## src/rtl/trace_arb_pkg.sv

```systemverilog
// trace_arb_pkg: shared types and constants for the trace stream arbiter.
// Holds the arbiter state enum, source count, message delimiters, the
// optional message length limit, and a saturating counter increment.
package trace_arb_pkg;

   localparam int unsigned NUM_SRC     = 4;
   localparam logic [7:0]  CH_START    = 8'h5E;  // '^'
   localparam logic [7:0]  CH_END      = 8'h23;  // '#'
   localparam int unsigned MSG_MAX_LEN = 64;

   typedef enum logic [2:0] {
      StIdle,
      StStream,
      StDrain,
      StCheck,
      StClear
   } arb_state_e;

   function automatic logic [15:0] sat_inc(input logic [15:0] v);
      return (v == 16'hFFFF) ? v : v + 16'd1;
   endfunction

endpackage

```

## src/rtl/rr_picker.sv

```systemverilog
// rr_picker: combinational round-robin selector.
// Ports:
//   req    in  4  request per source
//   ptr    in  2  highest-priority source index
//   gnt_id out 2  first requesting source at or after ptr (wrapping)
//   any    out 1  at least one request present
module rr_picker
   import trace_arb_pkg::*;
(
   input  logic [3:0] req,
   input  logic [1:0] ptr,
   output logic [1:0] gnt_id,
   output logic       any
);

   logic [1:0] cand;

   // Walk from the farthest offset down to ptr so the nearest requester wins.
   always_comb begin
      gnt_id = ptr;
      cand   = ptr;
      any    = |req;
      for (int unsigned i = NUM_SRC; i > 0; i--) begin
         cand = ptr + 2'(i - 1);
         if (req[cand]) begin
            gnt_id = cand;
         end
      end
   end

endmodule

```

## src/rtl/trace_stream_arbiter.sv

```systemverilog
// trace_stream_arbiter: serialises whole '^'...'#' messages from four sources
// onto one downstream format checker, holding the grant for a full message,
// then tallies the checker verdict into saturating counters.
// Ports:
//   clk, reset         clock and synchronous active-high reset
//   src_valid/src_char per-source char valid and chars (source i at [8i+7:8i])
//   src_ready          one-hot accept to the granted source while streaming
//   chk_char           registered char to the checker (0 when not passing one)
//   chk_reset          checker reset (reset or CLEAR state)
//   fmt_type           checker verdict: 01 reg-write, 10 mem-write, else error
//   grant_id, busy     granted source, message in progress
//   reg_cnt/mem_cnt/err_cnt  saturating message counters
// Configuration: define ARB_MSGLEN_LIMIT_EN to abort messages whose 64th
// transferred char is not '#'.
module trace_stream_arbiter
   import trace_arb_pkg::*;
(
   input  logic        clk,
   input  logic        reset,
   input  logic [3:0]  src_valid,
   input  logic [31:0] src_char,
   output logic [3:0]  src_ready,
   output logic [7:0]  chk_char,
   output logic        chk_reset,
   input  logic [1:0]  fmt_type,
   output logic [1:0]  grant_id,
   output logic        busy,
   output logic [15:0] reg_cnt,
   output logic [15:0] mem_cnt,
   output logic [15:0] err_cnt
);

   arb_state_e  state_q, state_d;
   logic [1:0]  rr_ptr_q, rr_ptr_d;
   logic [1:0]  grant_q, grant_d;
   logic [7:0]  chk_char_q, chk_char_d;
   logic [15:0] reg_cnt_q, reg_cnt_d;
   logic [15:0] mem_cnt_q, mem_cnt_d;
   logic [15:0] err_cnt_q, err_cnt_d;

   logic [1:0]  pick_id;
   logic        pick_any;
   logic [7:0]  cur_char;
   logic        len_abort;

   rr_picker u_rr_picker (
      .req    (src_valid),
      .ptr    (rr_ptr_q),
      .gnt_id (pick_id),
      .any    (pick_any)
   );

   assign cur_char = src_char[{grant_q, 3'b000} +: 8];

`ifdef ARB_MSGLEN_LIMIT_EN
   logic [5:0] len_q, len_d;

   // len_q counts chars already transferred; the one now in flight is len_q+1.
   assign len_abort = (len_q == 6'(MSG_MAX_LEN - 1)) && (cur_char != CH_END);

   always_comb begin
      len_d = len_q;
      if (state_q == StIdle) begin
         len_d = '0;
      end else if (state_q == StStream && src_valid[grant_q]) begin
         len_d = len_q + 6'd1;
      end
   end

   always_ff @(posedge clk) begin
      if (reset) begin
         len_q <= '0;
      end else begin
         len_q <= len_d;
      end
   end
`else
   assign len_abort = 1'b0;
`endif

   always_comb begin
      state_d    = state_q;
      rr_ptr_d   = rr_ptr_q;
      grant_d    = grant_q;
      chk_char_d = 8'h00;
      reg_cnt_d  = reg_cnt_q;
      mem_cnt_d  = mem_cnt_q;
      err_cnt_d  = err_cnt_q;
      src_ready  = 4'b0000;
      case (state_q)
         StIdle: begin
            if (pick_any) begin
               grant_d = pick_id;
               state_d = StStream;
            end
         end
         StStream: begin
            src_ready[grant_q] = 1'b1;
            if (src_valid[grant_q]) begin
               chk_char_d = cur_char;
               if (cur_char == CH_END) begin
                  state_d = StDrain;
               end else if (len_abort) begin
                  err_cnt_d = sat_inc(err_cnt_q);
                  state_d   = StClear;
               end
            end else begin
               // A bubble mid-message aborts without consulting the checker.
               err_cnt_d = sat_inc(err_cnt_q);
               state_d   = StClear;
            end
         end
         StDrain: state_d = StCheck;
         StCheck: begin
            case (fmt_type)
               2'b01:   reg_cnt_d = sat_inc(reg_cnt_q);
               2'b10:   mem_cnt_d = sat_inc(mem_cnt_q);
               default: err_cnt_d = sat_inc(err_cnt_q);
            endcase
            state_d = StClear;
         end
         StClear: begin
            rr_ptr_d = grant_q + 2'd1;
            state_d  = StIdle;
         end
         default: state_d = StIdle;
      endcase
   end

   always_ff @(posedge clk) begin
      if (reset) begin
         state_q    <= StIdle;
         rr_ptr_q   <= '0;
         grant_q    <= '0;
         chk_char_q <= '0;
         reg_cnt_q  <= '0;
         mem_cnt_q  <= '0;
         err_cnt_q  <= '0;
      end else begin
         state_q    <= state_d;
         rr_ptr_q   <= rr_ptr_d;
         grant_q    <= grant_d;
         chk_char_q <= chk_char_d;
         reg_cnt_q  <= reg_cnt_d;
         mem_cnt_q  <= mem_cnt_d;
         err_cnt_q  <= err_cnt_d;
      end
   end

   assign chk_char  = chk_char_q;
   assign chk_reset = reset | (state_q == StClear);
   assign busy      = (state_q != StIdle);
   assign grant_id  = grant_q;
   assign reg_cnt   = reg_cnt_q;
   assign mem_cnt   = mem_cnt_q;
   assign err_cnt   = err_cnt_q;

endmodule

```

## config.mk

```make
export PLATFORM = sky130hd
export DESIGN_NAME = trace_stream_arbiter
export DESIGN_NICKNAME = d
export VERILOG_FILES = /design/src/rtl/trace_arb_pkg.sv /design/src/rtl/rr_picker.sv /design/src/rtl/trace_stream_arbiter.sv
export SDC_FILE = /design/constraint.sdc
export NUM_CORES = 1
export LEC_CHECK = 0
export CAP_MARGIN = 20
export CORE_MARGIN = 4
export CORE_UTILIZATION = 40
export DETAILED_ROUTE_END_ITERATION = 10
export PLACE_DENSITY = 0.78
export SLEW_MARGIN = 20
export SYNTH_ARGS = -nofsm -noshare
export SYNTH_HDL_FRONTEND = slang
export SYNTH_SLANG_ARGS = --single-unit
```

## constraint.sdc

```tcl
create_clock -name clk -period 2.4 [get_ports clk]
set_input_delay 0.48 -clock clk [delete_from_list [all_inputs] [get_ports clk]]
set_output_delay 0.48 -clock clk [all_outputs]
set_load 0.01 [all_outputs]
```

==> results.json, run 1 <==
{
  "fin_setup_tns_ns": 0,
  "worstPathRequired_ns": 2.63,
  "setup_ws_ns": 0.0587,
  "port_buffers": 103,
  "grt_pass1_wl_mm": 15.1,
  "wirelength_mm": 9.35,
  "clkLatencyLatePin_ns": 0.33,
  "nets": 553,
  "antenna_found_initial": 0,
  "leakage_nw": 1.81,
  "syn-num-nets": 432,
  "yosys.area.top_type": "dfxtp_1",
  "crit_type": "reg2reg",
  "power_mw": 2.56,
  "via_per_inst": 5.38,
  "worst_hold_slack_ns": 0.497,
  "critical_path.max_stage_delay_ns": 0.59,
  "clk_pin_slew_ns": 0.08,
  "status": "finished clean",
  "finalHoldViolCount": 0,
  "maxSlewViolCount": 0,
  "finalSetupViolCount": 0,
  "hold_class": "reg2reg",
  "yosys_most_used_dff": "dfxtp_1",
  "drv_cap": 0,
  "grt_max_degree": 65,
  "clockBufferDepth": 2,
  "cts_max_level": 3,
  "core-area_um2": 8220,
  "worst_pin_slew_ns": 0.670,
  "critPathSlowestCell": "or4_4",
  "area_growth_pct": 47.8,
  "drive_gt1_frac": 0.134,
  "die_area_um2": 9960,
  "critical_path.max_fanout": 6,
  "root_buffer": "clkbuf_8",
  "slew_headroom": 0.553,
  "placedCellCount": 593,
  "start_util": 0.410,
  "layout.cells.non_filler": 614,
  "ant_nets": 0,
  "grt_overflow_total": 0,
  "wl_per_cell_um": 15.2,
  "grt_pass1_vias": 3174,
  "ir_drop_uv": 317,
  "netlist_area_um2": 3370,
  "rsz0062_at_grt": "yes",
  "period_share": 0.976,
  "critPathLaunchType": "flop",
  "grt_util_all_layers": 0.184,
  "cts_buffers": 9,
  "fin_area_um2": 4980,
  "path_cells": "mux2i_2, nor3_2, or4_4, clkbuf_16, buf_4, nor4_4, mux2_4",
  "ys_seq_elements": 63,
  "cts_tree": "yes",
  "placementRows": 33,
  "synth-edff-count": 0,
  "period_needed_ns": 2.34,
  "syn_area_per_cell_um2": 8.80,
  "drc": 0,
  "place_area_um2": 4590,
  "ys_types": 50,
  "power_density_nw_per_um2": 514,
  "via_count": 3304,
  "drt_iter0_drc": 52,
  "clock_sinks": 63,
  "die_width_um": 99.8,
  "first_pass_iters": 4,
  "end_kind": "flop",
  "max_freq_ghz": 0.427,
  "ios": 104,
  "finClkSkew_ns": 0.0131,
  "diodes": 0,
  "dpl.hpwl_mm": 6.58,
  "fp.dieH_um": 99.8,
  "syn_inst": 383,
  "seq_area_frac_synth": 0.374,
  "synth.area.top_cells": "dfxtp_1 (37%), nor2_1 (5.8%), mux4_2 (5.3%)",
  "yosysWarnings": 0,
  "synthArstFlopShare": 0,
  "synth_top_area_frac": 0.374,
  "gp_congestion": 0.832,
  "dp_slack_ns": -0.427,
  "final_util": 0.606,
  "cp.arrival_ns": 2.57
}
[power breakdown]
part           internal (mW)  switching (mW)
clock                  0.509           0.407
sequential              1.07          0.0374
combinational          0.306           0.226
total                   1.89           0.670
[final cells by class]
class | instances | area, um^2
Clock inverter | 3 | 42.5
Inverter | 16 | 63.8
Clock buffer | 13 | 149
Tap cell | 105 | 131
Timing Repair Buffer | 127 | 1260
Multi-Input combinational cell | 287 | 2070
Sequential cell | 63 | 1260
Fill cell | 733 | 3230
[flip-flops by register name, summed over array words and instances, names as in the netlist]
| register | cells |
|---|---|
| state_q | 3 |
| grant_id | 2 |
| mem_cnt | 16 |
| reg_cnt | 16 |
| rr_ptr_q | 2 |
| chk_char | 8 |
| err_cnt | 16 |
[timing repair]
action	CTS	global route
setup buffers	0	3
cloned	0	2
resized for setup	7	21
setup endpoints to repair	12	19
hold buffers	0	0
pin swaps	1	2
[layout by cell type (no fill, tap or decap), drive strengths merged, types with 14 or more instances in the layout]
cell type      instances
clkdlybuf4s50         98
nand3                 15
nor2b                 14
inv                   15
clkbuf                15
xor2                  16
buf                   23
nor2                  52
dfxtp                 63
nand2                 20
a21oi                 14
[synthesized netlist by cell type (all sizes together), types with 9 or more instances]
cell type / instances
dfxtp: 63
xor2: 16
nor2: 52
nand4: 10
inv: 16
nand2: 20
a21oi: 14
ha: 9
nor2b: 14
o21ai: 9
or4: 9
nand3: 15
nor4: 10
xnor2: 11
clkbuf: 12
[critical path: cells and delay by family (launching register included)]
family / cells / cell delay, ns
flip-flops: 1 / 0.47
AND/OR/NAND/NOR: 3 / 0.82
multiplexers: 2 / 0.62
buffers and inverters: 2 / 0.33
[kinds of logic after synthesis]
kind of cell,count (synthesis),share of synthesized area
AO/OA/AOI/OAI,53,0.106
XOR/XNOR,27,0.0702
adder cells (fa/ha/maj),9,0.0334
buffers and inverters,33,0.0423
flip-flops,63,0.374
multiplexers,20,0.0913
AND/OR/NAND/NOR,178,0.283
[per-layer routing]
layer / wire length (um) / global-route usage
met5: 0 / 0
met2: 4740 / 0.308
met4: 169 / 0.0725
met3: 398 / 0.0375
met1: 4040 / 0.234
[final timing paths]
check	from	to	slack (ns)	depth (start not counted)
worst max-delay path	grant_id[1]	err_cnt[11]	0.06	7
worst min-delay path	reg_cnt[8]	reg_cnt[8]	0.50	2
worst max register to register	grant_id[1]	err_cnt[11]	0.06	7
worst min register to register	reg_cnt[8]	reg_cnt[8]	0.50	2
Power figures use the tool's default switching activity.
==> run 2, diff against run 1 <==
Settings changed: SKIP_CTS_REPAIR_TIMING set to 1.
==> run 2 against run 1 <==
  * The flow now finishes with violations (negative setup slack)
  * Sequential power about the same
  * Clock-buffer cell count stayed put
  * Routed wire length barely moved
  * Register-to-register slack improved by 0.02 ns
  * Worst hold slack barely moved
==> results.json, run 2 (synthesized netlist as in run 1, its figures left out) <==
{
  "grt_max_degree": 65,
  "cts_max_level": 3,
  "via_count": 3277,
  "drt_iter0_drc": 58,
  "end_kind": "flop",
  "fillers": 739,
  "wl_per_cell_um": 15.3,
  "grt_pass1_wl_mm": 15.1,
  "slew_headroom": 0.550,
  "fp.dieH_um": 99.8,
  "area_growth_pct": 46.7,
  "die_width_um": 99.8,
  "crit_type": "in2reg",
  "drv_cap": 0,
  "ios": 104,
  "power_mw": 2.55,
  "place_area_um2": 4590,
  "finalHoldViolCount": 0,
  "clk_pin_slew_ns": 0.08,
  "start_util": 0.410,
  "dr.max_layer_used": "met4",
  "nets": 551,
  "worstPathRequired_ns": 2.63,
  "critical_path.max_fanout": 7,
  "drc": 0,
  "leakage_nw": 1.79,
  "fin_area_um2": 4940,
  "drive_gt1_frac": 0.132,
  "rsz0062_at_grt": "yes",
  "clockBufferDepth": 2,
  "dp_slack_ns": -0.427,
  "diodes": 0,
  "gp_congestion": 0.832,
  "wl_met3_um": 415,
  "max_freq_ghz": 0.416,
  "placementRows": 33,
  "status": "complete, but fails checks",
  "final_util": 0.602,
  "layout.cells.non_filler": 612,
  "wl_met2_mm": 4.72,
  "worst_hold_slack_ns": 0.497,
  "cts_buffers": 9,
  "via_per_inst": 5.35,
  "grt_util_all_layers": 0.184,
  "setup_ws_ns": -0.00542,
  "antenna_found_initial": 0,
  "worst_pin_slew_ns": 0.676,
  "wirelength_mm": 9.34,
  "period_share": 1.00,
  "fin_setup_tns_ns": -0.00828,
  "critPathLaunchType": "input pin",
  "hold_class": "reg2reg",
  "ir_drop_uv": 314,
  "dpl.hpwl_mm": 6.58,
  "core-area_um2": 8220,
  "violations": "negative setup slack",
  "first_pass_iters": 4,
  "cts_tree": "yes",
  "most-common-layout-cells": "clkdlybuf4s50_1 (99), dfxtp_1 (61), nor2_1 (52)",
  "clkLatencyLatePin_ns": 0.33,
  "clock_sinks": 63,
  "placedCellCount": 593,
  "m1WireLength_mm": 4.03,
  "period_needed_ns": 2.41,
  "grt_pass1_vias": 3168,
  "finClkSkew_ns": 0.0145,
  "power_density_nw_per_um2": 515,
  "ant_nets": 0,
  "root_buffer": "clkbuf_8",
  "maxSlewViolCount": 0,
  "finalSetupViolCount": 2,
  "port_buffers": 103,
  "layout_commonest_cell": "clkdlybuf4s50_1",
  "cp.arrival_ns": 2.63,
  "die_area_um2": 9960,
  "grt_overflow_total": 0
}
[run 2: routing by layer]
metal,up-vias,GRT usage
li1,1627,-
met1,1562,0.232
met2,71,0.307
met3,17,0.0375
met4,0,0.0725
met5,-,0
[run 2: where the power goes]
part	leakage, nW	switching [mW]	total (mW)	internal, mW
registers	0.510	0.0418	1.12	1.08
clock network	0.0936	0.404	0.912	0.508
logic	1.19	0.218	0.518	0.300
total	1.79	0.664	2.55	1.88
[run 2: worst paths after layout]
kind	end	slack [ns]	cells past startpoint	startpoint
setup / recovery	err_cnt[6]	-0.005	7	src_valid[1]
hold / removal	reg_cnt[8]	0.50	2	reg_cnt[8]
setup reg to reg	err_cnt[6]	0.08	6	grant_id[1]
hold reg to reg	reg_cnt[8]	0.50	2	reg_cnt[8]
[run 2: cell type report]
cell class | count | area, um^2 | share of cell area
clock buffers | 13 | 149 | 0.0301
clock inverters | 3 | 42.5 | 0.00860
inverters | 16 | 60.1 | 0.0121
multi-input cells | 287 | 2050 | 0.414
flip-flops and latches | 63 | 1270 | 0.256
well taps | 105 | 131 | 0.0266
repair buffers | 125 | 1250 | 0.252
[run 2: worst max-delay path: stages]
cell             delay, ns
clkdlybuf4s50_1       0.44
mux2i_2               0.24
nor3_2                0.08
or4_4                 0.56
buf_12                0.17
nor3_1                0.28
mux2_2                0.37
